File: config.mk
export PLATFORM = sky130hd
export DESIGN_NAME = boot_loader_flat
export DESIGN_NICKNAME = d
export VERILOG_FILES = /design/src/rtl/boot_pkg.sv /design/src/rtl/boot_loader_if.sv /design/src/rtl/boot_word_pack.sv /design/src/rtl/boot_loader.sv /design/src/flat_wrapper.sv
export SDC_FILE = /design/constraint.sdc
export NUM_CORES = 1
export LEC_CHECK = 0
export CAP_MARGIN = 20
export CORE_ASPECT_RATIO = 0.5
export CORE_UTILIZATION = 57
export DETAILED_ROUTE_END_ITERATION = 10
export GPL_TIMING_DRIVEN = 0
export PLACE_DENSITY = 0.86
export SLEW_MARGIN = 20
export SYNTH_ARGS = -nofsm -noshare
export SYNTH_HDL_FRONTEND = slang
export SYNTH_HIERARCHICAL = 1
export SYNTH_SLANG_ARGS = --single-unit
export TNS_END_PERCENT = 10
File: constraint.sdc
create_clock -name clk -period 3.9 [get_ports clk]
set_input_delay 1.17 -clock clk [delete_from_list [all_inputs] [get_ports clk]]
set_output_delay 1.17 -clock clk [all_outputs]
set_load 0.02 [all_outputs]
File: src/rtl/boot_pkg.sv
// Shared definitions for the boot loader: FSM states, error codes and
// image framing constants.
package boot_pkg;

   typedef enum logic [2:0] {
      ST_LEN,
      ST_DATA,
      ST_CSUM,
      ST_RUN,
      ST_ERR
   } boot_state_e;

   typedef enum logic [1:0] {
      ERR_NONE = 2'b00,
      ERR_LEN  = 2'b01,
      ERR_CSUM = 2'b10
   } boot_err_e;

   localparam int unsigned HDR_BYTES  = 4;
   localparam int unsigned WORD_BYTES = 4;

   // Word index must be able to hold DEPTH_WORDS itself, hence the extra bit.
   function automatic int unsigned idx_width(input int unsigned depth);
      return $clog2(depth) + 1;
   endfunction

endpackage

File: src/rtl/boot_loader_if.sv
// Byte-stream receive port and instruction-memory write port of the boot loader.
interface boot_loader_if #(
   parameter int unsigned ADDR_W = 32
);
   logic              rx_valid_i;
   logic [7:0]        rx_data_i;
   logic              rx_ready_o;
   logic              imem_we_o;
   logic [ADDR_W-1:0] imem_waddr_o;
   logic [31:0]       imem_wdata_o;

   modport slave (
      input  rx_valid_i, rx_data_i,
      output rx_ready_o, imem_we_o, imem_waddr_o, imem_wdata_o
   );

   modport master (
      output rx_valid_i, rx_data_i,
      input  rx_ready_o, imem_we_o, imem_waddr_o, imem_wdata_o
   );
endinterface

File: src/rtl/boot_word_pack.sv
// Packs a byte stream into 32-bit little-endian words; word_valid is
// combinational on the cycle the fourth byte of a word is presented.
module boot_word_pack
   import boot_pkg::*;
(
   input  logic        clk,
   input  logic        rst,
   input  logic        clr,
   input  logic        byte_valid,
   input  logic [7:0]  byte_data,
   output logic        word_valid,
   output logic [31:0] word
);

   logic [1:0]  byte_cnt;
   logic [23:0] shift;

   always_ff @(posedge clk) begin
      if (rst || clr) begin
         byte_cnt <= '0;
         shift    <= '0;
      end else if (byte_valid) begin
         byte_cnt <= byte_cnt + 2'd1;
         shift    <= {byte_data, shift[23:8]};
      end
   end

   // Earlier bytes sit in the low lanes; the current byte completes [31:24].
   assign word_valid = byte_valid && (byte_cnt == 2'(WORD_BYTES - 1));
   assign word       = {byte_data, shift};

endmodule

File: src/rtl/boot_loader.sv
// Boot stage: receives length-prefixed, XOR-checksummed image, writes it to
// instruction memory and releases the core from reset once it is verified.
module boot_loader
   import boot_pkg::*;
#(
   parameter int unsigned DEPTH_WORDS = 1024,
   parameter int unsigned ADDR_W      = 32
)(
   input  logic          clk,
   input  logic          rst,
   boot_loader_if.slave  bus,
   input  logic          reload_i,
   output logic          core_rst_o,
   output logic          done_o,
   output logic [1:0]    err_o
);

   localparam int unsigned IDX_W = idx_width(DEPTH_WORDS);

   boot_state_e        state, state_nxt;
   boot_err_e          err, err_nxt;
   logic [IDX_W-1:0]   n_words;
   logic [IDX_W-1:0]   word_idx;
   logic [7:0]         csum;
   logic               we_q;
   logic [ADDR_W-1:0]  waddr_q;
   logic [31:0]        wdata_q;
   logic               core_rst_q;
   logic               done_q;

   logic               accept;
   logic               pack_en;
   logic               pack_valid;
   logic [31:0]        pack_word;
   logic               reload_go;
   logic               len_too_big;
   logic               last_word;

   assign bus.rx_ready_o = (state == ST_LEN) || (state == ST_DATA) || (state == ST_CSUM);
   assign accept         = bus.rx_valid_i && bus.rx_ready_o;
   assign pack_en        = accept && ((state == ST_LEN) || (state == ST_DATA));
   assign reload_go      = reload_i && ((state == ST_RUN) || (state == ST_ERR));
   assign len_too_big    = pack_word > 32'(DEPTH_WORDS);
   assign last_word      = (word_idx + IDX_W'(1)) == n_words;

   // Length header and data words share one packer; it realigns every 4 bytes.
   boot_word_pack u_pack (
      .clk        (clk),
      .rst        (rst),
      .clr        (reload_go),
      .byte_valid (pack_en),
      .byte_data  (bus.rx_data_i),
      .word_valid (pack_valid),
      .word       (pack_word)
   );

   always_ff @(posedge clk) begin
      if (rst) begin
         state <= ST_LEN;
      end else begin
         state <= state_nxt;
      end
   end

   always_comb begin
      state_nxt = state;
      err_nxt   = err;
      case (state)
         ST_LEN: begin
            if (pack_valid) begin
               if (len_too_big) begin
                  state_nxt = ST_ERR;
                  err_nxt   = ERR_LEN;
               end else if (pack_word == '0) begin
                  state_nxt = ST_CSUM;
               end else begin
                  state_nxt = ST_DATA;
               end
            end
         end
         ST_DATA: begin
            if (pack_valid && last_word) begin
               state_nxt = ST_CSUM;
            end
         end
         ST_CSUM: begin
            if (accept) begin
               if (bus.rx_data_i == csum) begin
                  state_nxt = ST_RUN;
               end else begin
                  state_nxt = ST_ERR;
                  err_nxt   = ERR_CSUM;
               end
            end
         end
         ST_RUN: begin
            if (reload_i) begin
               state_nxt = ST_LEN;
            end
         end
         ST_ERR: begin
            if (reload_i) begin
               state_nxt = ST_LEN;
               err_nxt   = ERR_NONE;
            end
         end
         default: begin
            state_nxt = ST_LEN;
         end
      endcase
   end

   always_ff @(posedge clk) begin
      if (rst) begin
         n_words    <= '0;
         word_idx   <= '0;
         csum       <= '0;
         err        <= ERR_NONE;
         we_q       <= 1'b0;
         waddr_q    <= '0;
         wdata_q    <= '0;
         core_rst_q <= 1'b1;
         done_q     <= 1'b0;
      end else begin
         we_q       <= 1'b0;
         err        <= err_nxt;
         core_rst_q <= (state_nxt != ST_RUN);
         done_q     <= (state_nxt == ST_RUN);
         if (reload_go) begin
            n_words  <= '0;
            word_idx <= '0;
            csum     <= '0;
         end else begin
            if (pack_en) begin
               csum <= csum ^ bus.rx_data_i;
            end
            if ((state == ST_LEN) && pack_valid) begin
               n_words <= pack_word[IDX_W-1:0];
            end
            if ((state == ST_DATA) && pack_valid) begin
               we_q     <= 1'b1;
               waddr_q  <= ADDR_W'(word_idx) << 2;
               wdata_q  <= pack_word;
               word_idx <= word_idx + IDX_W'(1);
            end
         end
      end
   end

   assign bus.imem_we_o    = we_q;
   assign bus.imem_waddr_o = waddr_q;
   assign bus.imem_wdata_o = wdata_q;
   assign core_rst_o       = core_rst_q;
   assign done_o           = done_q;
   assign err_o            = err;

endmodule

File: src/flat_wrapper.sv
// flat-port wrapper written by rule: the top's interface ports become plain ports
module boot_loader_flat import boot_pkg::*;
#(
   parameter int unsigned DEPTH_WORDS = 1024,
   parameter int unsigned ADDR_W      = 32
)
  (clk, rst, reload_i, core_rst_o, done_o, err_o, bus_rx_valid_i, bus_rx_data_i, bus_rx_ready_o, bus_imem_we_o, bus_imem_waddr_o, bus_imem_wdata_o);
  boot_loader_if #(.ADDR_W(ADDR_W)) bus_i ();
  input  logic clk;
  input  logic rst;
  input  logic reload_i;
  output logic core_rst_o;
  output logic done_o;
  output logic [1:0] err_o;
  input wire logic [$bits(bus_i.rx_valid_i)-1:0] bus_rx_valid_i;
  input wire logic [$bits(bus_i.rx_data_i)-1:0] bus_rx_data_i;
  output wire logic [$bits(bus_i.rx_ready_o)-1:0] bus_rx_ready_o;
  output wire logic [$bits(bus_i.imem_we_o)-1:0] bus_imem_we_o;
  output wire logic [$bits(bus_i.imem_waddr_o)-1:0] bus_imem_waddr_o;
  output wire logic [$bits(bus_i.imem_wdata_o)-1:0] bus_imem_wdata_o;
  assign bus_i.rx_valid_i = bus_rx_valid_i;
  assign bus_i.rx_data_i = bus_rx_data_i;
  assign bus_rx_ready_o = bus_i.rx_ready_o;
  assign bus_imem_we_o = bus_i.imem_we_o;
  assign bus_imem_waddr_o = bus_i.imem_waddr_o;
  assign bus_imem_wdata_o = bus_i.imem_wdata_o;
  boot_loader #(.DEPTH_WORDS(DEPTH_WORDS), .ADDR_W(ADDR_W)) u_core (.clk(clk), .rst(rst), .bus(bus_i), .reload_i(reload_i), .core_rst_o(core_rst_o), .done_o(done_o), .err_o(err_o));
endmodule
==> flow_summary.rst <==
.. list-table::
   :header-rows: 1

   * - Metric
     - Value
   * - Outcome
     - complete, but fails checks
   * - Violations in the final reports
     - DRC
   * - Transition time of the tightest slew-check pin
     - ~660 ps
   * - Residual overflow from global routing
     - 0
   * - Leading register cell type out of synthesis
     - sky130_fd_sc_hd__dfxtp_1
   * - Number of input and output port buffers inserted
     - 60
   * - Worst vdd ir
     - 0.000220 V
   * - Number of maximum-capacitance constraint violations
     - 0
   * - Part of the cycle the worst path needs
     - 93.6%
   * - Number of vias in the routed layout
     - ~4k
   * - Hold slack
     - approximately 450 ps
   * - Required time worst endpoint
     - 4170 ps
   * - Mean instance size in the synthesized netlist
     - approximately 8.3 um^2
   * - Number of global-route vias before repair
     - 3725
   * - Worst setup path class
     - in -> reg
   * - Count of final max-slew check failures
     - 0
   * - CP startpoint kind
     - input port
   * - FF+latch count, synth
     - 107
   * - Post-synthesis sequential area ratio
     - around 45%
   * - Worst Path Max Fanout
     - 10
   * - Post-DP HPWL
     - 7750 um
   * - Unrepaired setup endpoints after global routing
     - false
   * - Count of nets after finishing
     - slightly below 700
   * - CTS buffer count
     - 9
   * - Place WS
     - -159 ps
   * - Buffers plus inverters on the worst setup path
     - 6
   * - Avg Vias per Cell
     - 5.18
   * - Family of cells with the greatest summed delay on the critical path
     - buffers and inverters
   * - Layout Utilization
     - about 73%
   * - Fill cell count
     - 607
   * - Data arrival time at the worst-slack endpoint
     - 3920 ps
   * - Later-pin clock latency in the skew report
     - 350 ps
   * - Master of the slowest instance on the critical path
     - sky130_fd_sc_hd__clkbuf_1
   * - Leakage
     - ~2.2 nW
   * - Maximum clock skew at final layout
     - approximately 7.2 ps
   * - Core area
     - 8030 um^2
   * - Root buffer cell
     - sky130_fd_sc_hd__clkbuf_16
   * - Slew Limit Headroom
     - around 56%
   * - Fin. Hold Viols
     - 0
   * - Area of the mapped netlist
     - roughly 4800 um^2
   * - Placed Cells incl. Taps
     - 765
   * - Chip width
     - 131 um
   * - Hold-fix buffers, CTS
     - 0
   * - Setup ws final
     - 248 ps
   * - Routability congestion estimate
     - 0.902
   * - Row count
     - 23
   * - Total number of H-tree levels
     - 3
   * - Maximum clock frequency
     - between 200 and 300 MHz
   * - Class of the tightest hold or removal check
     - reg -> reg
   * - I/O pin total
     - 82
   * - Largest net degree at the start of global routing
     - 18
   * - Number of enable-type register cells in the synthesized netlist
     - 0
   * - Layout cells sized above 1
     - 10.8%
   * - Synthesized instance count
     - around 570
   * - Non-filler cells in the finished layout
     - 781
   * - Full die area
     - 8730 um^2
   * - Total detailed-routing wirelength
     - 11100 um
   * - Post-DRT Antenna Nets
     - 0
   * - GRT Resource Usage Total
     - 26.7%
   * - Number of DRC violations after detailed routing
     - 2
   * - Count of unique library cells instantiated by Yosys
     - 43
   * - Detailed-router iteration count before antenna repair
     - 8
   * - Maximum buffer depth of the clock tree
     - 2
   * - Signed area change from the synthesized netlist to the final layout
     - 23.7%
   * - Final setup TNS
     - 0 ps
   * - Power density cells
     - 377 nW/um^2
   * - Average wire per standard cell
     - roughly 14 um
   * - Slowest stage delay, CP
     - roughly 520 ps
   * - Starting density of the core
     - just under 60%
   * - Die extent in y
     - 66.6 um
   * - Final min period
     - 3650 ps
   * - Total clock sinks
     - between 100 and 150
   * - Synth warnings
     - 6
   * - Worst-path clk slew
     - 70 ps
   * - Setup-failing EPs final
     - 0
   * - Antenna violations before repair
     - 0
   * - Total inserted antenna cells
     - 0
   * - CP Cell Sequence
     - clkdlybuf4s50_1, and2_1, clkbuf_2, buf_6, buf_6, and2_1, nand3_1, clkbuf_1, buf_2, nand2_1, a21oi_1
   * - CTS tree
     - yes
   * - First DRT Iteration DRCs
     - 270
   * - Fraction of registers with async set/reset
     - 0%
   * - First-pass GRT wire length
     - 18000 um
   * - Kind of capture point of the worst setup path
     - register
cells by family (layout without fill, tap and decap cells):
family,Yosys count,after routing,synth area share [%]
fa+ha+maj,2,2,0.527
buf+inv,68,144,9.27
flops,107,107,45.1
mux,26,26,5.48
xor+xnor,44,44,8.11
other cells,1,21,0.0789
compound gates,78,78,9.08
simple gates,247,247,22.4
layout by cell type (no fill, tap or decap), types with 4 or more instances in the layout:
cell                              instances
sky130_fd_sc_hd__nand4_1                  9
sky130_fd_sc_hd__clkbuf_16                9
sky130_fd_sc_hd__mux2i_1                 26
sky130_fd_sc_hd__a21oi_1                 60
sky130_fd_sc_hd__nor3_1                   8
sky130_fd_sc_hd__buf_4                   29
sky130_fd_sc_hd__o21ai_0                  4
sky130_fd_sc_hd__clkdlybuf4s50_1         60
sky130_fd_sc_hd__conb_1                  21
sky130_fd_sc_hd__buf_2                   12
sky130_fd_sc_hd__nor2b_1                  5
sky130_fd_sc_hd__nor4_1                   8
sky130_fd_sc_hd__nor2_1                  57
sky130_fd_sc_hd__nand2_1                131
sky130_fd_sc_hd__dfxtp_1                107
sky130_fd_sc_hd__xor2_1                  17
sky130_fd_sc_hd__xnor2_1                 27
sky130_fd_sc_hd__nand3_1                  8
sky130_fd_sc_hd__buf_6                    5
sky130_fd_sc_hd__clkbuf_1                17
sky130_fd_sc_hd__and2_1                   6
what timing repair did:
item / in CTS / in global routing
setup endpoints to repair: 0 / 42
resized for setup: 0 / 3
setup buffers: 0 / 0
state kept, by name (all words and copies together) (netlist names):
signal and cells:
u_core/bus.imem_wdata_o 32, u_core/u_pack/shift 24, u_core/bus.imem_waddr_o 11, u_core/n_words 11, u_core/word_idx 11, u_core/csum 8, u_core/state 3, u_core/err_o 2
u_core/u_pack/byte_cnt 2, u_core/bus.imem_we_o 1, u_core/core_rst_o 1, u_core/done_o 1
metal layers:
metal	share of wire [%]	track usage, %
met5	0	0
met4	1.3	9.41
met3	5.8	6.09
met2	47	45.1
met1	46	34.0
synthesized netlist by cell type, drive strengths merged (9+ instances only):
cell,n,area share (%)
nand2,131,10
dfxtp,107,45
a21oi,62,6.7
nor2,58,4.6
buf,48,7.7
xnor2,27,5.0
mux2i,26,5.5
clkbuf,18,1.4
xor2,17,3.1
nand4,9,1.2
path summary, 6_finish.rpt:
kind                                 end  slack, ps  cells after the start                        from
max          u_core/bus.imem_wdata_o[16]        250                     11              bus_rx_valid_i
min           u_core/bus.imem_waddr_o[7]        450                      2  u_core/bus.imem_waddr_o[7]
max reg2reg  u_core/bus.imem_wdata_o[16]        780                     12             u_core/state[2]
min reg2reg   u_core/bus.imem_waddr_o[7]        450                      2  u_core/bus.imem_waddr_o[7]
stage by stage:
stage          cell area [um^2]  power, mW
4_1_cts                    5870       2.23
3_5_place_dp               5570       1.32
5_1_grt                    5880       2.30
2_1_floorplan              4830       1.28
3_3_place_gp               5570       1.32
6_report                   5880       2.22
report_power, final:
part	leakage [nW]	switching, mW	internal [mW]
clock	0.142	0.399	0.518
combinational	1.22	0.0927	0.0755
sequential	0.866	0.0213	1.11
layout make-up:
class / instances / area [um^2] / share of cell area [%]
buffer: 66 / 434 / 7.38
clock buffer: 11 / 243 / 4.13
inverter: 2 / 7.51 / 0.128
clock inverter: 5 / 62.6 / 1.06
timing repair buffer: 60 / 601 / 10.2
sequential: 107 / 2140 / 36.4
multi-input combinational: 418 / 2250 / 38.3
tap: 112 / 140 / 2.38
worst reg2reg max path, delay by kind of cell, from the launching register on:
kind                   cells  cell delay, ps
and+or+nand+nor            5            1160
DFF                        1             290
buffers and inverters      6            1440
AOI/OAI and AO/OA          1              80
Note: power is estimated with default switching activity, not from simulation.
